==> src/rtl/io_event_arbiter_pkg.sv <==
// Shared definitions for the IO event arbiter.
// Event word layout, default sizes and well-known source slots.
package io_event_arbiter_pkg;

  localparam int NSRC_DEF  = 4;
  localparam int DEPTH_DEF = 8;
  localparam int DW_DEF    = 32;

  localparam int DEV_ID_MSB  = 31;
  localparam int DEV_ID_LSB  = 24;
  localparam int PAYLOAD_MSB = 7;
  localparam int PAYLOAD_LSB = 0;

  localparam int SRC_KEY   = 0;
  localparam int SRC_TIMER = 1;

  function automatic logic [7:0] ev_dev_id(
    input logic [31:0] w
  );
    return w[DEV_ID_MSB:DEV_ID_LSB];
  endfunction

  function automatic logic [7:0] ev_payload(
    input logic [31:0] w
  );
    return w[PAYLOAD_MSB:PAYLOAD_LSB];
  endfunction

endpackage

==> src/rtl/io_rr_arb.sv <==
// Round-robin arbiter for the IO event sources.
// The search starts one past the last granted source.
module io_rr_arb
  import io_event_arbiter_pkg::*;
#(
  parameter int NSRC = NSRC_DEF
) (
  input  logic                      clk,
  input  logic                      rst,
  input  logic [NSRC-1:0]           req,
  input  logic                      advance,
  output logic [NSRC-1:0]           gnt,
  output logic [$clog2(NSRC)-1:0]   gnt_idx
);

  localparam int IW = $clog2(NSRC);

  logic [IW-1:0] ptr;
  logic [IW:0]   sum;
  logic [IW-1:0] cand;
  logic          found;

  // first requester at or after ptr, wrapping mod NSRC
  always_comb begin
    gnt     = '0;
    gnt_idx = '0;
    found   = 1'b0;
    sum     = '0;
    cand    = '0;
    for (int k = 0; k < NSRC; k++) begin
      sum = {1'b0, ptr} + (IW+1)'(k);
      if (sum >= (IW+1)'(NSRC))
        sum = sum - (IW+1)'(NSRC);
      cand = sum[IW-1:0];
      if (!found && req[cand]) begin
        found     = 1'b1;
        gnt[cand] = 1'b1;
        gnt_idx   = cand;
      end
    end
  end

  // search start moves past the winner only on an accepted grant
  always_ff @(posedge clk or posedge rst) begin
    if (rst)
      ptr <= '0;
    else if (advance && found)
      ptr <= (gnt_idx == IW'(NSRC-1)) ? '0
           : gnt_idx + 1'b1;
  end

endmodule

==> src/rtl/io_event_arbiter.sv <==
// IO event arbiter: per-source latches, RR pick, event FIFO to CPU.
// Optional source mask register under IO_EVENT_MASK_EN.
module io_event_arbiter
  import io_event_arbiter_pkg::*;
#(
  parameter int NSRC  = NSRC_DEF,
  parameter int DEPTH = DEPTH_DEF,
  parameter int DW    = DW_DEF
) (
  input  logic                       clk,
  input  logic                       rst,
  input  logic [NSRC-1:0]            src_irq,
  input  logic [NSRC*DW-1:0]         src_data,
  input  logic                       cpu_rd,
  output logic [DW-1:0]              cpu_data,
  output logic                       cpu_irq,
  output logic [$clog2(DEPTH):0]     count,
  output logic                       ovf,
  input  logic                       ovf_clr,
  input  logic                       mask_we,
  input  logic [NSRC-1:0]            mask_wd
);

  localparam int IW = $clog2(NSRC);
  localparam int AW = $clog2(DEPTH);
  localparam int CW = AW + 1;

  logic [NSRC-1:0] mask;
  logic [NSRC-1:0] pending;
  logic [DW-1:0]   hold [NSRC];
  logic [DW-1:0]   mem  [DEPTH];
  logic [AW-1:0]   wr_ptr;
  logic [AW-1:0]   rd_ptr;
  logic [NSRC-1:0] req;
  logic [NSRC-1:0] gnt;
  logic [NSRC-1:0] gnt_push;
  logic [NSRC-1:0] take;
  logic [IW-1:0]   gnt_idx;
  logic            push_ok;
  logic            push;
  logic            pop;
  logic            ovf_set;

`ifdef IO_EVENT_MASK_EN
  // source enable register, all sources on out of reset
  always_ff @(posedge clk or posedge rst) begin
    if (rst)
      mask <= '1;
    else if (mask_we)
      mask <= mask_wd;
  end
`else
  logic unused_mask;
  assign unused_mask = ^{mask_we, mask_wd};
  assign mask = '1;
`endif

  assign take     = src_irq & mask;
  assign req      = pending & mask;
  assign push_ok  = (count != CW'(DEPTH)) || cpu_rd;
  assign push     = (|req) && push_ok;
  assign pop      = cpu_rd && (count != '0);
  assign gnt_push = push ? gnt : '0;
  assign ovf_set  = |(take & pending & ~gnt_push);

  io_rr_arb #(
    .NSRC    (NSRC)
  ) u_arb (
    .clk     (clk),
    .rst     (rst),
    .req     (req),
    .advance (push),
    .gnt     (gnt),
    .gnt_idx (gnt_idx)
  );

  // per-source latch: newest word wins, grant clears pending
  always_ff @(posedge clk or posedge rst) begin
    if (rst) begin
      pending <= '0;
      for (int i = 0; i < NSRC; i++)
        hold[i] <= '0;
    end else begin
      for (int i = 0; i < NSRC; i++) begin
        if (take[i]) begin
          hold[i]    <= src_data[i*DW +: DW];
          pending[i] <= 1'b1;
        end else if (gnt_push[i]) begin
          pending[i] <= 1'b0;
        end
      end
    end
  end

  // FIFO storage; contents are only visible while count is nonzero
  always_ff @(posedge clk) begin
    if (push)
      mem[wr_ptr] <= hold[gnt_idx];
  end

  // FIFO pointers and occupancy
  always_ff @(posedge clk or posedge rst) begin
    if (rst) begin
      wr_ptr <= '0;
      rd_ptr <= '0;
      count  <= '0;
    end else begin
      if (push)
        wr_ptr <= wr_ptr + 1'b1;
      if (pop)
        rd_ptr <= rd_ptr + 1'b1;
      if (push && !pop)
        count <= count + 1'b1;
      else if (!push && pop)
        count <= count - 1'b1;
    end
  end

  // sticky overflow; a new overwrite beats a clear
  always_ff @(posedge clk or posedge rst) begin
    if (rst)
      ovf <= 1'b0;
    else if (ovf_set)
      ovf <= 1'b1;
    else if (ovf_clr)
      ovf <= 1'b0;
  end

  assign cpu_irq  = (count != '0);
  assign cpu_data = cpu_irq ? mem[rd_ptr] : '0;

endmodule

==> config.mk <==
export PLATFORM = sky130hd
export DESIGN_NAME = io_event_arbiter
export DESIGN_NICKNAME = d
export VERILOG_FILES = /design/src/rtl/io_event_arbiter_pkg.sv /design/src/rtl/io_rr_arb.sv /design/src/rtl/io_event_arbiter.sv
export SDC_FILE = /design/constraint.sdc
export NUM_CORES = 1
export LEC_CHECK = 0
export CORE_MARGIN = 1.5
export CORE_UTILIZATION = 61
export CTS_CLUSTER_DIAMETER = 80
export DETAILED_ROUTE_END_ITERATION = 12
export PLACE_DENSITY = 0.81
export SLEW_MARGIN = 20
export SYNTH_ARGS = -nofsm -noshare
export SYNTH_HDL_FRONTEND = slang
export SYNTH_SLANG_ARGS = --single-unit
==> constraint.sdc <==
create_clock -name clk -period 7.31 [get_ports clk]
set_input_delay 1.0965 -clock clk [delete_from_list [all_inputs] [get_ports clk]]
set_output_delay 1.0965 -clock clk [all_outputs]
set_load 0.005 [all_outputs]
### Yosys cells after proc, flatten, opt, wreduce, memory -nomap -nowiden

Memory sizes are Yosys's and may differ from the RTL's.
Cells that the tools add are included.
Widths: inputs -> output; s select.

| storage, ports and cells | value |
|---|---|
| memories | 1 |
| output and inout bits | 38 |
| latch bits | 0 |
| register bits after elaboration | 145 |
| ROM bits | 0 |
| bits in writable memories | 256 |

| cells by class | value |
|---|---|
| $lt $le $gt $ge | 13 |
| add/sub/neg operators | 12 |
| $mul | 0 |
| reductions and logical operators | 27 |
| bitwise logic cells | 7 |
| multiplexer cells | 52 |
| divide/modulo/power cells | 0 |
| eq/ne operators | 2 |
| shift-type cells | 0 |

Memory list:

| name | words | bits a word | read ports | clocked after memory_dff | write ports | line | source |
|---|---|---|---|---|---|---|---|
| mem | 8 | 32 | 1 | 0 | 1 | io_event_arbiter.sv:31 | `logic [DW-1:0] mem [DEPTH];` |

Operators with widths:

| operator | number |
|---|---|
| $mux 32 | 3 |
| $bmux 32 s2 | 1 |
| $mux 4 | 7 |
| $mux 1 | 24 |
| $mux 2 | 9 |
| $ge 3x3->1 const B | 4 |
| $logic_and 1x1->1 | 12 |
| $lt 2x3->1 const B | 4 |
| $or 4x4->4 | 3 |
| $reduce_bool 2->1 | 6 |
| $and 4x4->4 | 2 |
| $bmux 1 s2 | 4 |
| $demux 1 s2 | 4 |
| $ge 2x1->1 const B | 4 |
| $reduce_or 4->1 | 2 |
| $sub 2x1->2 const B | 4 |
| $add 2x2->3 const B | 2 |
| $add 3x1->3 const B | 2 |
| $logic_not 1->1 | 5 |
| $add 4x1->4 const B | 1 |
| $ne 4x4->1 const B | 1 |
| $not 4->4 | 1 |
| $reduce_bool 4->1 | 1 |
| $sub 4x1->4 const B | 1 |
| 6 further kinds | 6 |

### Longest topological paths before layout

| logic depth | value |
|---|---|
| depth in word-level cells | 19 |
| depth in mapped cells | 13 |
| gate-level depth less buffers | 11 |

### Modules after synthesis

A second synthesis with hierarchy kept.

| unflattened totals | value |
|---|---|
| cell total of the unflattened synthesis | 835 |
| area, all modules | 16464.5 um^2 |

Modules (own cells, without submodules):

| module | sequential area each (um^2) | times used | cells an instance | area each (um^2) |
|---|---|---|---|---|
| io_event_arbiter | 11265.8 | 1 | 779 | 15932.8 |
| io_rr_arb | 50.0 | 1 | 56 | 531.8 |

### Least setup slack after synthesis

OpenSTA, ideal clock, no wires.

| path | value |
|---|---|
| path type | input -> register |
| start | in cpu_rd |
| end | mem mem[2][0] (netlist name), enable pin |
| arrival | 4946 ps |
| cell stages on the path | 4 |
| slack | 1851 ps |
| cell sequence | nand2b_1 o41ai_1 clkbuf_1 nor4b_1 |

| on the way | value |
|---|---|
| longest elaborated chain between the ends | 4 |

RTL lines:

| what | line | source |
|---|---|---|
| from (decl) | io_event_arbiter.sv:14 | `input logic cpu_rd,` |
| $logic_or 1x1->1 | io_event_arbiter.sv:60 | `assign push_ok = (count != CW'(DEPTH)) \|\| cpu_rd;` |
| $logic_and 1x1->1 | io_event_arbiter.sv:61 | `assign push = (\|req) && push_ok;` |
| $mux 1 | io_event_arbiter.sv:97 | `if (push)` |
| $mux 1 (implied by the code) | io_event_arbiter.sv:98 | `mem[wr_ptr] <= hold[gnt_idx];` |
| to (decl) | io_event_arbiter.sv:31 |  |

No other way between the ends.

==> flow_summary.ini <==
[cts]
clock_sinks = 401
post_cts_buffers = 0
root_buffer = clkbuf_16
clockBufferDepth = 3
htree_levels = 2
clkTransAtPathRegs_ns = 0.06
cts_buffers = 40
clk_latency_ns = 0.53
post_cts_resized = 0
cts_tree = built
hold_buffers = 0

[worst_setup_path]
cp-start-kind = flip-flop
cp_data_required_time_ns = 7.50
cp-end-kind = flip-flop
path_max_fanout = 43
r2r_cells = 10
r2r_setup_slack_ns = 2.27
critPathArrivalTime_ns = 5.23
crit_type = flip-flop to flip-flop

[placed_design]
port-buffer-count = 173
routabilityCongestion = 0.838
dp_slack_ns = 2.40
dp_hpwl_um = 21300

[min_path]
min-delay-start = hold[39]
min_path_cells = 1
hold_class = flip-flop to flip-flop

[logic_synthesis]
synth_cells = 942
yosys_most_used_dff = edfxtp_1
seq_area_frac_synth_pct = 67.0
synth_seq_cells = 401
synth_area_um2 = 16900
syn_avg_cell_area_um2 = 17.9
synth-warning-count = 0
post_synth_num_cell_types = 46
async_flop_share_pct = 36.2
synth_edf_count = 256
syn_nets = 1097

[timing]
fmax_mhz = 198
min_period_over_period_pct = 69.0
setup-violations-final = 0
slew_viol_final = 0
relSlewSlack_pct = 30.1
period_needed_ns = 5.04
worstMarginPinSlew_ns = 1.02
setup_tns_ns = 0
hold_ws_ns = 0.505
finalHoldViolations = 0
grt_setup_unrepaired = no
setup_ws_ns = 2.27
finClkSkew_ns = 0.0169

[drt]
avgViaCountPerCell = 6.12
drt-initial-drc-count = 814
drc_errors = 0
vias = 9101
wire_per_inst_um = 24.3
drt_first_pass_iters = 5
antenna_left = 0
wirelength_um = 36100

[power]
leakagePower_nw = 7.68
power_density_nw_per_um2 = 501
ir_drop_mv = 0.284

[die]
die_height_um = 169
die-area_um2 = 28700
rows = 60
start_util_pct = 62.5
pin_count = 179
fp.dieW_um = 169
core-area_um2 = 27000

[final_layout]
syn_to_final_growth_pct = 19.9
fillCellCount = 1613
n_antenna_cell = 0
final_nets = 1271
drive_gt1_share_pct = 25.8

[run_status]
status = complete, no violations

[global_routing]
antenna_found_initial = 0
grt_pass1_vias = 9521
grt_pass1_wl_um = 56200
grt_max_degree = 102
track_usage_pct = 26.4
grt-ovfl-total = 0

[flow_run]
maxCapViolCount = 0
-- Yosys cell counts (3+ instances only) --
| master | n | area share, % |
|---|---|---|
| nor2b_1 | 4 | 0.15 |
| mux2i_1 | 131 | 7.8 |
| nor2_1 | 37 | 0.82 |
| nand2_1 | 21 | 0.47 |
| mux2_2 | 130 | 8.7 |
| o211ai_1 | 3 | 0.13 |
| inv_1 | 12 | 0.27 |
| or2_1 | 4 | 0.15 |
| buf_1 | 14 | 0.31 |
| o31ai_1 | 3 | 0.13 |
| a21oi_1 | 9 | 0.27 |
| ha_1 | 13 | 0.96 |
| edfxtp_1 | 256 | 46 |
| xnor2_1 | 8 | 0.42 |
| mux4_2 | 68 | 9.1 |
| nor3_1 | 3 | 0.089 |
| dfrtp_1 | 145 | 21 |
| buf_6 | 9 | 0.60 |
| nand2b_1 | 3 | 0.11 |
| clkbuf_1 | 33 | 0.73 |
-- registers in the layout, indices dropped and copies added (netlist names), named ones only --
name,count
hold,128
pending,4
mem,256
rd_ptr,3
count,4
ovf,1
wr_ptr,3
u_arb.ptr,1
-- logic make-up (layout without fill, tap and decap cells) --
| logic type | Yosys count | after routing | share of synthesized area, % |
|---|---|---|---|
| flops | 401 | 401 | 67.0 |
| mux | 330 | 330 | 25.6 |
| simple gates | 83 | 83 | 2.29 |
| buf+inv | 72 | 276 | 2.03 |
| compound gates | 32 | 32 | 1.47 |
| fa+ha+maj | 14 | 14 | 1.08 |
| xor+xnor | 10 | 10 | 0.519 |
-- routing by layer --
| metal | GRT usage [%] | vias up | part of all wire (%) |
|---|---|---|---|
| li1 | - | 3970 | - |
| met1 | 36.4 | 4742 | 41 |
| met2 | 42.9 | 333 | 49 |
| met3 | 6.02 | 56 | 7.2 |
| met4 | 7.46 | 0 | 2.3 |
| met5 | 0 | - | 0 |
-- area by class of cell --
| cell class | count | area (um^2) | area share, % |
|---|---|---|---|
| Clock buffer | 56 | 1130 | 5.56 |
| Clock inverter | 16 | 184 | 0.909 |
| Inverter | 14 | 57.6 | 0.284 |
| Multi-Input combinational cell | 469 | 5290 | 26.1 |
| Sequential cell | 401 | 11300 | 55.9 |
| Tap cell | 341 | 427 | 2.11 |
| Timing Repair Buffer | 190 | 1840 | 9.09 |
-- stage by stage --
stage	total power, mW	util (%)	cells	cell area [um^2]
2_1_floorplan	6.66	-	942	16900
4_1_cts	10.2	74.9	1487	20200
5_1_grt	10.6	74.9	1487	20200
3_5_place_dp	8.08	70.1	1415	18900
3_3_place_gp	7.90	70.1	1415	18900
6_report	10.1	74.9	1487	20200
-- worst max-delay path: stages (launching register included) --
cell and delay (ns):
dfrtp_1 0.83, inv_1 0.31, ha_1 0.50, mux4_2 0.49
nor2b_1 0.11, or2_1 0.27, a21oi_4 0.15, buf_4 0.39
buf_4 0.70, mux2i_1 0.16, mux2i_1 0.76
-- path summary, 6_finish.rpt --
| kind | end |
|---|---|
| hold reg to reg | hold[39] |
| hold / removal | hold[39] |
| max in group asynchronous | rd_ptr[0] |
| setup reg to reg | mem[2][31] |
| min in group asynchronous | hold[56] |
| setup / recovery | mem[2][31] |
-- where the power goes --
| part | leakage, nW | switching [mW] | internal [mW] | total [mW] |
|---|---|---|---|---|
| clock | 0.640 | 0.822 | 1.22 | 2.04 |
| combinational | 3.01 | 2.15 | 1.76 | 3.91 |
| sequential | 4.04 | 0.415 | 3.78 | 4.20 |
-- placed cells by master (no fill, tap or decap), types with 5 or more instances in the layout --
master | netlist | final
mux2_2 | 130 | 130
edfxtp_1 | 256 | 256
ha_1 | 13 | 13
clkinv_1 | 0 | 5
dfrtp_1 | 145 | 142
inv_1 | 12 | 11
clkbuf_1 | 33 | 10
xnor2_1 | 8 | 8
mux4_2 | 68 | 68
a21oi_1 | 9 | 8
clkdlybuf4s50_1 | 0 | 169
mux2i_1 | 131 | 131
clkbuf_16 | 0 | 41
buf_4 | 1 | 17
nand2_1 | 21 | 21
nor2_1 | 37 | 36
(Power assumes the default switching activity.)
